===== src/rtl/uart_rx_pkg.sv =====
// Shared types and helpers for the oversampling UART receiver.
//   state_e  : receiver FSM states
//   calc_div : clock cycles per oversample tick, CLK_HZ/(BAUD*OVERSAMPLE) truncated
package uart_rx_pkg;

    typedef enum logic [2:0] {
        StIdle,
        StStart,
        StData,
        StParity,
        StStop
    } state_e;

    function automatic int unsigned calc_div(input int unsigned clk_hz,
                                             input int unsigned baud,
                                             input int unsigned oversample);
        int unsigned div;
        div = clk_hz / (baud * oversample);
        // A zero divider would never tick; clamp to one tick per clock.
        return (div == 0) ? 1 : div;
    endfunction

endpackage


===== src/rtl/uart_baud_tick.sv =====
// Free-running oversample tick generator.
//   clk_i     : system clock
//   rst_ni    : asynchronous active-low reset
//   restart_i : synchronous restart; counter returns to 0, no tick this cycle
//   tick_o    : one-cycle pulse every DIV clocks
module uart_baud_tick #(
    parameter int unsigned DIV = 325
) (
    input  logic clk_i,
    input  logic rst_ni,
    input  logic restart_i,
    output logic tick_o
);

    localparam int unsigned CntW = (DIV > 1) ? $clog2(DIV) : 1;
    localparam logic [CntW-1:0] Last = CntW'(DIV - 1);

    logic [CntW-1:0] cnt_q, cnt_d;

    always_comb begin
        cnt_d = cnt_q + CntW'(1);
        if (restart_i || (cnt_q == Last)) begin
            cnt_d = '0;
        end
    end

    assign tick_o = (cnt_q == Last) && !restart_i;

    always_ff @(posedge clk_i or negedge rst_ni) begin
        if (!rst_ni) begin
            cnt_q <= '0;
        end else begin
            cnt_q <= cnt_d;
        end
    end

endmodule


===== src/rtl/uart_rx_sampler.sv =====
// Oversampling UART receiver feeding a capture RAM write port.
// Optional feature: define UART_RX_PARITY_EN to add an even-parity bit after the data bits.
//   CLOCK_50  : system clock
//   Reset_n   : asynchronous active-low reset
//   rx_in     : raw serial line, idles high, asynchronous
//   addr_clr  : synchronous clear of wr_addr (wins over increment)
//   rx_data   : last good byte, held until the next good byte
//   rx_valid  : one-cycle pulse when rx_data updates
//   wr_en     : one-cycle RAM write strobe, coincident with rx_valid
//   wr_addr   : RAM write address for the current wr_en, wraps
//   frame_err : one-cycle pulse on bad stop bit (or bad parity)
//   busy      : high whenever the FSM is not idle
module uart_rx_sampler #(
    parameter int unsigned CLK_HZ     = 50_000_000,
    parameter int unsigned BAUD       = 9600,
    parameter int unsigned OVERSAMPLE = 16,
    parameter int unsigned DATA_BITS  = 8,
    parameter int unsigned ADDR_W     = 5
) (
    input  logic                 CLOCK_50,
    input  logic                 Reset_n,
    input  logic                 rx_in,
    input  logic                 addr_clr,
    output logic [DATA_BITS-1:0] rx_data,
    output logic                 rx_valid,
    output logic                 wr_en,
    output logic [ADDR_W-1:0]    wr_addr,
    output logic                 frame_err,
    output logic                 busy
);

    import uart_rx_pkg::*;

    localparam int unsigned Div   = calc_div(CLK_HZ, BAUD, OVERSAMPLE);
    localparam int unsigned TickW = $clog2(OVERSAMPLE);
    localparam int unsigned BitW  = $clog2(DATA_BITS + 1);
    localparam logic [TickW-1:0] HalfLast = TickW'(OVERSAMPLE / 2 - 1);
    localparam logic [TickW-1:0] FullLast = TickW'(OVERSAMPLE - 1);
    localparam logic [BitW-1:0]  LastBit  = BitW'(DATA_BITS - 1);

    // Synchroniser and edge detector; all reset high to match an idle line.
    logic rx_meta_q, rx_s_q, rx_prev_q;
    logic fall;

    state_e state_q, state_d;

    logic [TickW-1:0]     tick_cnt_q, tick_cnt_d;
    logic [BitW-1:0]      bit_cnt_q, bit_cnt_d;
    logic [DATA_BITS-1:0] shift_q, shift_d;
    logic [DATA_BITS-1:0] rx_data_q, rx_data_d;
    logic                 rx_valid_q, rx_valid_d;
    logic                 wr_en_q, wr_en_d;
    logic                 frame_err_q, frame_err_d;
    logic [ADDR_W-1:0]    wr_addr_q, wr_addr_d;

    logic restart, tick, bit_done, parity_bad;

`ifdef UART_RX_PARITY_EN
    logic parity_err_q, parity_err_d;
    assign parity_bad = parity_err_q;
`else
    assign parity_bad = 1'b0;
`endif

    uart_baud_tick #(
        .DIV (Div)
    ) u_baud_tick (
        .clk_i     (CLOCK_50),
        .rst_ni    (Reset_n),
        .restart_i (restart),
        .tick_o    (tick)
    );

    assign fall     = rx_prev_q && !rx_s_q;
    assign bit_done = tick && (tick_cnt_q == FullLast);

    always_ff @(posedge CLOCK_50 or negedge Reset_n) begin
        if (!Reset_n) begin
            rx_meta_q <= 1'b1;
            rx_s_q    <= 1'b1;
            rx_prev_q <= 1'b1;
        end else begin
            rx_meta_q <= rx_in;
            rx_s_q    <= rx_meta_q;
            rx_prev_q <= rx_s_q;
        end
    end

    // State register
    always_ff @(posedge CLOCK_50 or negedge Reset_n) begin
        if (!Reset_n) begin
            state_q <= StIdle;
        end else begin
            state_q <= state_d;
        end
    end

    // Next-state logic
    always_comb begin
        state_d = state_q;
        unique case (state_q)
            StIdle: begin
                // Needs an edge, so a held-low break cannot retrigger.
                if (fall) state_d = StStart;
            end
            StStart: begin
                if (tick && (tick_cnt_q == HalfLast)) begin
                    state_d = rx_s_q ? StIdle : StData;
                end
            end
            StData: begin
                if (bit_done && (bit_cnt_q == LastBit)) begin
`ifdef UART_RX_PARITY_EN
                    state_d = StParity;
`else
                    state_d = StStop;
`endif
                end
            end
            StParity: begin
                if (bit_done) state_d = StStop;
            end
            StStop: begin
                if (bit_done) state_d = StIdle;
            end
            default: state_d = StIdle;
        endcase
    end

    // Output and datapath logic
    always_comb begin
        restart     = 1'b0;
        tick_cnt_d  = tick_cnt_q;
        bit_cnt_d   = bit_cnt_q;
        shift_d     = shift_q;
        rx_data_d   = rx_data_q;
        rx_valid_d  = 1'b0;
        wr_en_d     = 1'b0;
        frame_err_d = 1'b0;
`ifdef UART_RX_PARITY_EN
        parity_err_d = parity_err_q;
`endif

        // The address advances the cycle after the write it served.
        wr_addr_d = wr_addr_q;
        if (addr_clr) begin
            wr_addr_d = '0;
        end else if (wr_en_q) begin
            wr_addr_d = wr_addr_q + ADDR_W'(1);
        end

        if (tick) tick_cnt_d = tick_cnt_q + TickW'(1);

        unique case (state_q)
            StIdle: begin
                if (fall) begin
                    restart    = 1'b1;
                    tick_cnt_d = '0;
                end
            end
            StStart: begin
                if (tick && (tick_cnt_q == HalfLast)) begin
                    tick_cnt_d = '0;
                    bit_cnt_d  = '0;
`ifdef UART_RX_PARITY_EN
                    parity_err_d = 1'b0;
`endif
                end
            end
            StData: begin
                if (bit_done) begin
                    tick_cnt_d = '0;
                    shift_d    = {rx_s_q, shift_q[DATA_BITS-1:1]};
                    bit_cnt_d  = bit_cnt_q + BitW'(1);
                end
            end
            StParity: begin
`ifdef UART_RX_PARITY_EN
                if (bit_done) begin
                    tick_cnt_d   = '0;
                    parity_err_d = ^{shift_q, rx_s_q};
                end
`endif
            end
            StStop: begin
                if (bit_done) begin
                    if (rx_s_q && !parity_bad) begin
                        rx_data_d  = shift_q;
                        rx_valid_d = 1'b1;
                        wr_en_d    = 1'b1;
                    end else begin
                        frame_err_d = 1'b1;
                    end
                end
            end
            default: ;
        endcase
    end

    always_ff @(posedge CLOCK_50 or negedge Reset_n) begin
        if (!Reset_n) begin
            tick_cnt_q  <= '0;
            bit_cnt_q   <= '0;
            shift_q     <= '0;
            rx_data_q   <= '0;
            rx_valid_q  <= 1'b0;
            wr_en_q     <= 1'b0;
            frame_err_q <= 1'b0;
            wr_addr_q   <= '0;
        end else begin
            tick_cnt_q  <= tick_cnt_d;
            bit_cnt_q   <= bit_cnt_d;
            shift_q     <= shift_d;
            rx_data_q   <= rx_data_d;
            rx_valid_q  <= rx_valid_d;
            wr_en_q     <= wr_en_d;
            frame_err_q <= frame_err_d;
            wr_addr_q   <= wr_addr_d;
        end
    end

`ifdef UART_RX_PARITY_EN
    always_ff @(posedge CLOCK_50 or negedge Reset_n) begin
        if (!Reset_n) begin
            parity_err_q <= 1'b0;
        end else begin
            parity_err_q <= parity_err_d;
        end
    end
`endif

    assign rx_data   = rx_data_q;
    assign rx_valid  = rx_valid_q;
    assign wr_en     = wr_en_q;
    assign wr_addr   = wr_addr_q;
    assign frame_err = frame_err_q;
    assign busy      = (state_q != StIdle);

endmodule

===== config.mk =====
export PLATFORM = sky130hd
export DESIGN_NAME = uart_rx_sampler
export DESIGN_NICKNAME = d
export VERILOG_FILES = /design/src/rtl/uart_rx_pkg.sv /design/src/rtl/uart_baud_tick.sv /design/src/rtl/uart_rx_sampler.sv
export SDC_FILE = /design/constraint.sdc
export NUM_CORES = 1
export LEC_CHECK = 0
export ABC_AREA = 1
export ABC_CLOCK_PERIOD_IN_PS = 2000
export BUFFER_PORTS_ARGS = -buffer_cell sky130_fd_sc_hd__buf_2
export CAP_MARGIN = 0
export CORE_MARGIN = 2
export CORE_UTILIZATION = 50
export DETAILED_ROUTE_END_ITERATION = 8
export PLACE_DENSITY = 0.79
export SYNTH_ARGS = -nofsm -noshare
export SYNTH_HDL_FRONTEND = slang
export SYNTH_HIERARCHICAL = 1
export SYNTH_SLANG_ARGS = --single-unit

===== constraint.sdc =====
create_clock -name CLOCK_50 -period 2 [get_ports CLOCK_50]
set_input_delay 0.1 -clock CLOCK_50 [delete_from_list [all_inputs] [get_ports CLOCK_50]]
set_output_delay 0.1 -clock CLOCK_50 [all_outputs]
set_load 0.1 [all_outputs]

Yosys cells after proc, flatten, opt, wreduce, memory -nomap -nowiden
Index checks and enable logic that the tools add are counted.

storage, ports and cells
  flip-flop bits (word level) = 46
  word-level logic and storage cells = 72
  input bits = 4
  output and inout port bits = 17

cells by class
  eq/ne operators = 14
  $add $sub $neg = 4
  mux-type cells = 26
  reduce and logical (&&, ||, !) cells = 16

operator list
  operator                                       number
  two-way mux 4 bit                              6
  two-way mux 3 bit                              5
  one-hot mux 3 bit (5 select lines)             1
  != test 2 bit, second input constant           6
  one-hot mux 4 bit (3 select lines)             1
  two-way mux 5 bit                              2
  adder 9 x 1 -> 9 bit, second input constant    1
  == test 9 bit, second input constant           1
  two-way mux 9 bit                              1
  adder 4 x 1 -> 4 bit, second input constant    2
  == test 4 x 3 -> 1 bit, second input constant  2
  two-way mux 1 bit                              8
  one-hot mux 4 bit (2 select lines)             1
  == test 3 x 2 -> 1 bit, second input constant  2
  AND reduction 3 bit                            2
  adder 5 x 1 -> 5 bit, second input constant    1
  logical AND 1 bit                              5
  AND reduction 5 bit                            1
  == test 4 bit, second input constant           1
  nonzero test 2 bit                             2
  == test 3 x 1 -> 1 bit, second input constant  1
  == test 3 bit, second input constant           1
  logical NOT 3 bit                              1
  nonzero test 3 bit                             1
  other kinds (4)                                5

Depth between registers and ports, before layout
  depth in word-level cells = 10
  gate-level depth with buffers = 14
  mapped depth without buffers = 14

Cells and area by module
The synthesis kept the hierarchy.

modules (own cells, without submodules)
  module           times used  cells each  area each (µm²)  seq. area each (µm²)
  uart_rx_sampler  1           188         1766.7           929.6
  uart_baud_tick   1           69          498.0            225.2

Least setup slack after synthesis
OpenSTA, ideal clock, no wires.

  path kind = flip-flop to flip-flop
  start point = reg state_q[1]
  end point = reg rx_data_q[5], in the netlist rx_data[5]
  data arrival time = 2.334 ns
  buffers on the path = 1
  library setup time = 0.121 ns
  path slack = -0.455 ns
  required time = 1.879 ns
  cell stages (with the launch flop) = 11
  clock period less this slack = 2.455 ns
  cells stage by stage = dfrtp_1 nor2_1 nand2_1 nor2_1 nor2_1 nand2_2 nor2_8 nand3_4 buf_6 nand2_2 o21ai_2

between the ends
  cells in the longest elaborated chain, start to end = 6
  elaborated cells on any way between the ends = 7
  those cells by class = eq/ne (1); mux (1); reduce/logical (5)

RTL lines
  item                           RTL line                RTL
  start: declaration             uart_rx_sampler.sv:45   state_e state_q, state_d;
  start signal: assignment       uart_rx_sampler.sv:92   state_q <= StIdle;
  start signal: assignment       uart_rx_sampler.sv:94   state_q <= state_d;
  logical NOT 3 bit              uart_rx_sampler.sv:154  unique case (state_q)
  two-way mux 1 bit              uart_rx_sampler.sv:154
  net restart                    uart_rx_sampler.sv:56   logic restart, tick, bit_done, parity_bad;
  logical NOT 1 bit              uart_baud_tick.sv:27    assign tick_o = (cnt_q == Last) && !restart_i;
  logical AND 1 bit              uart_baud_tick.sv:27
  net tick                       uart_rx_sampler.sv:56
  logical AND 1 bit              uart_rx_sampler.sv:75   assign bit_done = tick && (tick_cnt_q == FullLast);
  AND reduction 3 bit (no line)  n/a
  end signal: assignment         uart_rx_sampler.sv:214  rx_data_q <= rx_data_d;
  end: declaration               uart_rx_sampler.sv:50   logic [DATA_BITS-1:0] rx_data_q, rx_data_d;

The timed path passes the listed nets, and every way through them passes these cells.
A chain may end at the register's enable or synchronous reset.

Final worst setup path
  start point = reg u_baud_tick.cnt_q[1]
  end point = reg state_q[1]

between the ends
  cells in the longest elaborated chain, start to end = 6
  elaborated cells on any way between the ends = 10
  those cells by class = eq/ne (5); reduce/logical (5)

RTL lines
  item                               RTL line                RTL
  start: declaration                 uart_baud_tick.sv:18    logic [CntW-1:0] cnt_q, cnt_d;
  start signal: assignment           uart_baud_tick.sv:33    cnt_q <= cnt_d;
  == test 9 bit (*)                  uart_baud_tick.sv:27
  logical AND 1 bit (*)              uart_baud_tick.sv:27
  net tick                           uart_rx_sampler.sv:56
  logical AND 1 bit                  uart_rx_sampler.sv:75
  logical AND 1 bit                  uart_rx_sampler.sv:112  if (bit_done && (bit_cnt_q == LastBit)) begin
  != test 2 bit (no line)            n/a
  AND reduction 5 bit (no line) (*)  n/a

Mark *: on every way through the listed nets, which the timed path passes. The rest lies on a longest branch.

==> results_dict.tcl <==
set metrics [dict create \
    status "finished clean" \
    ys_warn_count 6 \
    cp-start-kind "flip-flop" \
    grt-ovfl-total 0 \
    fp.coreArea_mm2 0.00435 \
    drv_cap 0 \
    cts_max_path_buffers 2 \
    cp_max_fo 6 \
    fin_area_mm2 0.00267 \
    die_y_um 71.3 \
    port-buffer-count 20 \
    ir_drop_mv 0.611 \
    synth_mux_area_share_pct 0.442 \
    drt-total-wl_um 4290 \
    cts_buffers 5 \
    nets 306 \
    crit_required_ns 2.19 \
    num_vias 1723 \
    grtUsageTotal_pct 17.7 \
    antenna_found_initial 0 \
    ys_seq_area_share_pct 51.0 \
    syn_area_per_cell_um2 8.81 \
    hpwl_um 2890 \
    die_x_um 71.3 \
    cts_root_buf "clkbuf_8" \
    area_growth_pct 18.0 \
    clk_latency_ns 0.30 \
    synthAdderAreaFrac_pct 2.76 \
    synthCells 257 \
    dr.pass1.iters 4 \
    min_period_ns 1.87 \
    initial_utilization_pct 52.0 \
    finalClockSkew_ns 0.0111 \
    dieArea_mm2 0.00508 \
    critPathCaptureType "flip-flop" \
    design.portCount 21 \
    max_freq_mhz 536 \
    synth_top_family_by_area "simple AND/OR/NAND/NOR gates" \
    first_global_vias 1679 \
    placementRows 24 \
    setup_viol 0 \
    leakage_nw 1.39 \
    routed_via_density 4.92 \
    htree_levels 2 \
    drive_gt1_share_pct 29.9 \
    drc 0 \
    globalplace.congestion 0.845 \
    synth_compound_area_share_pct 8.84 \
    drt-initial-drc-count 102 \
    grt_pass1_wl_um 7030 \
    cts_tree "done" \
    clkTransAtPathRegs_ns 0.09 \
    wl_per_cell_um 12.3 \
    period_share_pct 93.3 \
    placed_area_mm2 0.00246 \
    path_class "reg2reg" \
    synthSimpleGateAreaFrac_pct 26.7 \
    hold_class "in2async" \
    grt_max_degree 47 \
    fill_cells 375 \
    syn_area_mm2 0.00226 \
    ant_nets 0 \
    setup_tns_ns 0 \
    final_hold_viol_count 0 \
    ys_ff_latch 46 \
    powerDensity_mw_per_mm2 944 \
    rsz0062_at_grt "true" \
    syn_nets 266 \
    antenna_cells 0 \
    yosys.cell_types.count 28 \
    worst_pin_slew_ns 0.488 \
    hold_slack_ns 0.292 \
    synth_xor_area_share_pct 3.09 \
    cp.arrival_ns 2.05 \
    clock_sinks 46 \
    timing.slew.headroom_pct 67.7 \
    final_max_slew_viol_count 0 \
]
cells by family after synthesis:
kind of cell | after synthesis
xor gates and xnor gates | 8
AOI/OAI and AO/OA | 26
muxes | 1
DFF | 46
and+or+nand+nor | 133
adders and majority gates | 5
buffers and inverters | 38
state kept, by name, indices dropped and copies added (netlist names), 3 cells and up:
signal             flops
tick_cnt_q             4
wr_addr                5
bit_cnt_q              4
u_baud_tick/cnt_q      9
shift_q                8
rx_data                8
state_q                3
layout by cell type (no fill, tap or decap), drive strengths merged, types with 5 or more instances in the layout:
master	count
xor2	5
ha	5
nand3	15
nand2	76
dfrtp	43
buf	32
clkbuf	6
a21oi	6
nor2	38
inv	35
o21ai	17
worst max-delay path, cell delays in order (launching register included):
cell	delay, ns
dfrtp_1	0.40
inv_1	0.07
ha_2	0.16
nand2_1	0.05
nor2_1	0.08
nand2_1	0.10
nor2_2	0.16
nand2_2	0.11
nor2_8	0.18
inv_2	0.08
nand2_2	0.07
nand2_2	0.05
o21bai_1	0.16
nand2_1	0.07
cells in the mapped netlist, drive strengths merged:
cell type / n / share of area [%]
dfrtp: 43 / 48
nor3: 1 / 0.22
or2: 1 / 0.28
nand2: 76 / 14
mux2i: 1 / 0.44
xnor2: 3 / 1.2
dfstp: 3 / 3.5
nand3: 14 / 3.6
nand4: 3 / 1.1
xor2: 5 / 1.9
nor2: 38 / 7.5
ha: 5 / 2.8
a31oi: 1 / 0.28
o21ai: 17 / 6.4
o21bai: 2 / 0.66
a21oi: 6 / 1.5
inv: 35 / 5.8
buf: 3 / 1.3
routing by layer:
layer / up-vias / global-route usage (%) / part of all wire, %
li1: 877 / - / -
met1: 804 / 20.8 / 44
met2: 34 / 30.2 / 50
met3: 8 / 4.36 / 3.0
met4: 0 / 8.81 / 2.3
met5: - / 0 / 0
what timing repair did:
| item | in CTS | in global routing |
|---|---|---|
| endpoints found under the hold margin | 46 | 0 |
| endpoints found under the setup margin | 0 | 25 |
| gates resized for setup | 0 | 9 |
| hold buffers | 3 | 0 |
| setup buffers | 0 | 6 |
final timing paths:
| path | startpoint | slack, ns | cells past startpoint | to |
|---|---|---|---|---|
| setup / recovery | u_baud_tick/cnt_q[1]$_DFF_PN0_ | 0.13 | 13 | state_q[1]$_DFFE_PN0P_ |
| hold / removal | Reset_n | 0.29 | 3 | tick_cnt_q[2]$_DFF_PN0_ |
| setup reg to reg | u_baud_tick/cnt_q[1]$_DFF_PN0_ | 0.13 | 13 | state_q[1]$_DFFE_PN0P_ |
| hold reg to reg | rx_meta_q$_DFF_PN1_ | 0.36 | 0 | rx_s_q$_DFF_PN1_ |
| max in group asynchronous | Reset_n | 1.42 | 3 | rx_s_q$_DFF_PN1_ |
| min in group CLOCK_50 | rx_meta_q$_DFF_PN1_ | 0.36 | 0 | rx_s_q$_DFF_PN1_ |
through the flow:
step | worst slack [ns] | util [%] | std cells | power (mW)
after floorplan | 0.0104 | - | 257 | 1.69
after global placement | 0.151 | 56.6 | 332 | 1.86
after detailed placement | 0.0721 | 56.6 | 332 | 1.89
after CTS | 0.0595 | 59.3 | 343 | 2.46
after global routing | -0.0316 | 61.4 | 350 | 2.70
final | 0.134 | 61.4 | 350 | 2.52
report_power, final:
group | leakage, nW | internal [mW] | switching, mW
registers | 0.623 | 1.01 | 0.0783
logic | 0.725 | 0.285 | 0.593
clock network | 0.0452 | 0.247 | 0.309
final cells by class:
type,count,area [um2],area share (%)
sequential,46,1150,43.2
multi-input combinational,174,988,37.0
timing repair buffer,35,245,9.18
inverter,35,131,4.92
clock buffer,6,72.6,2.72
tap,52,65.1,2.44
clock inverter,2,13.8,0.515
Note: power is estimated with default switching activity, not from simulation.
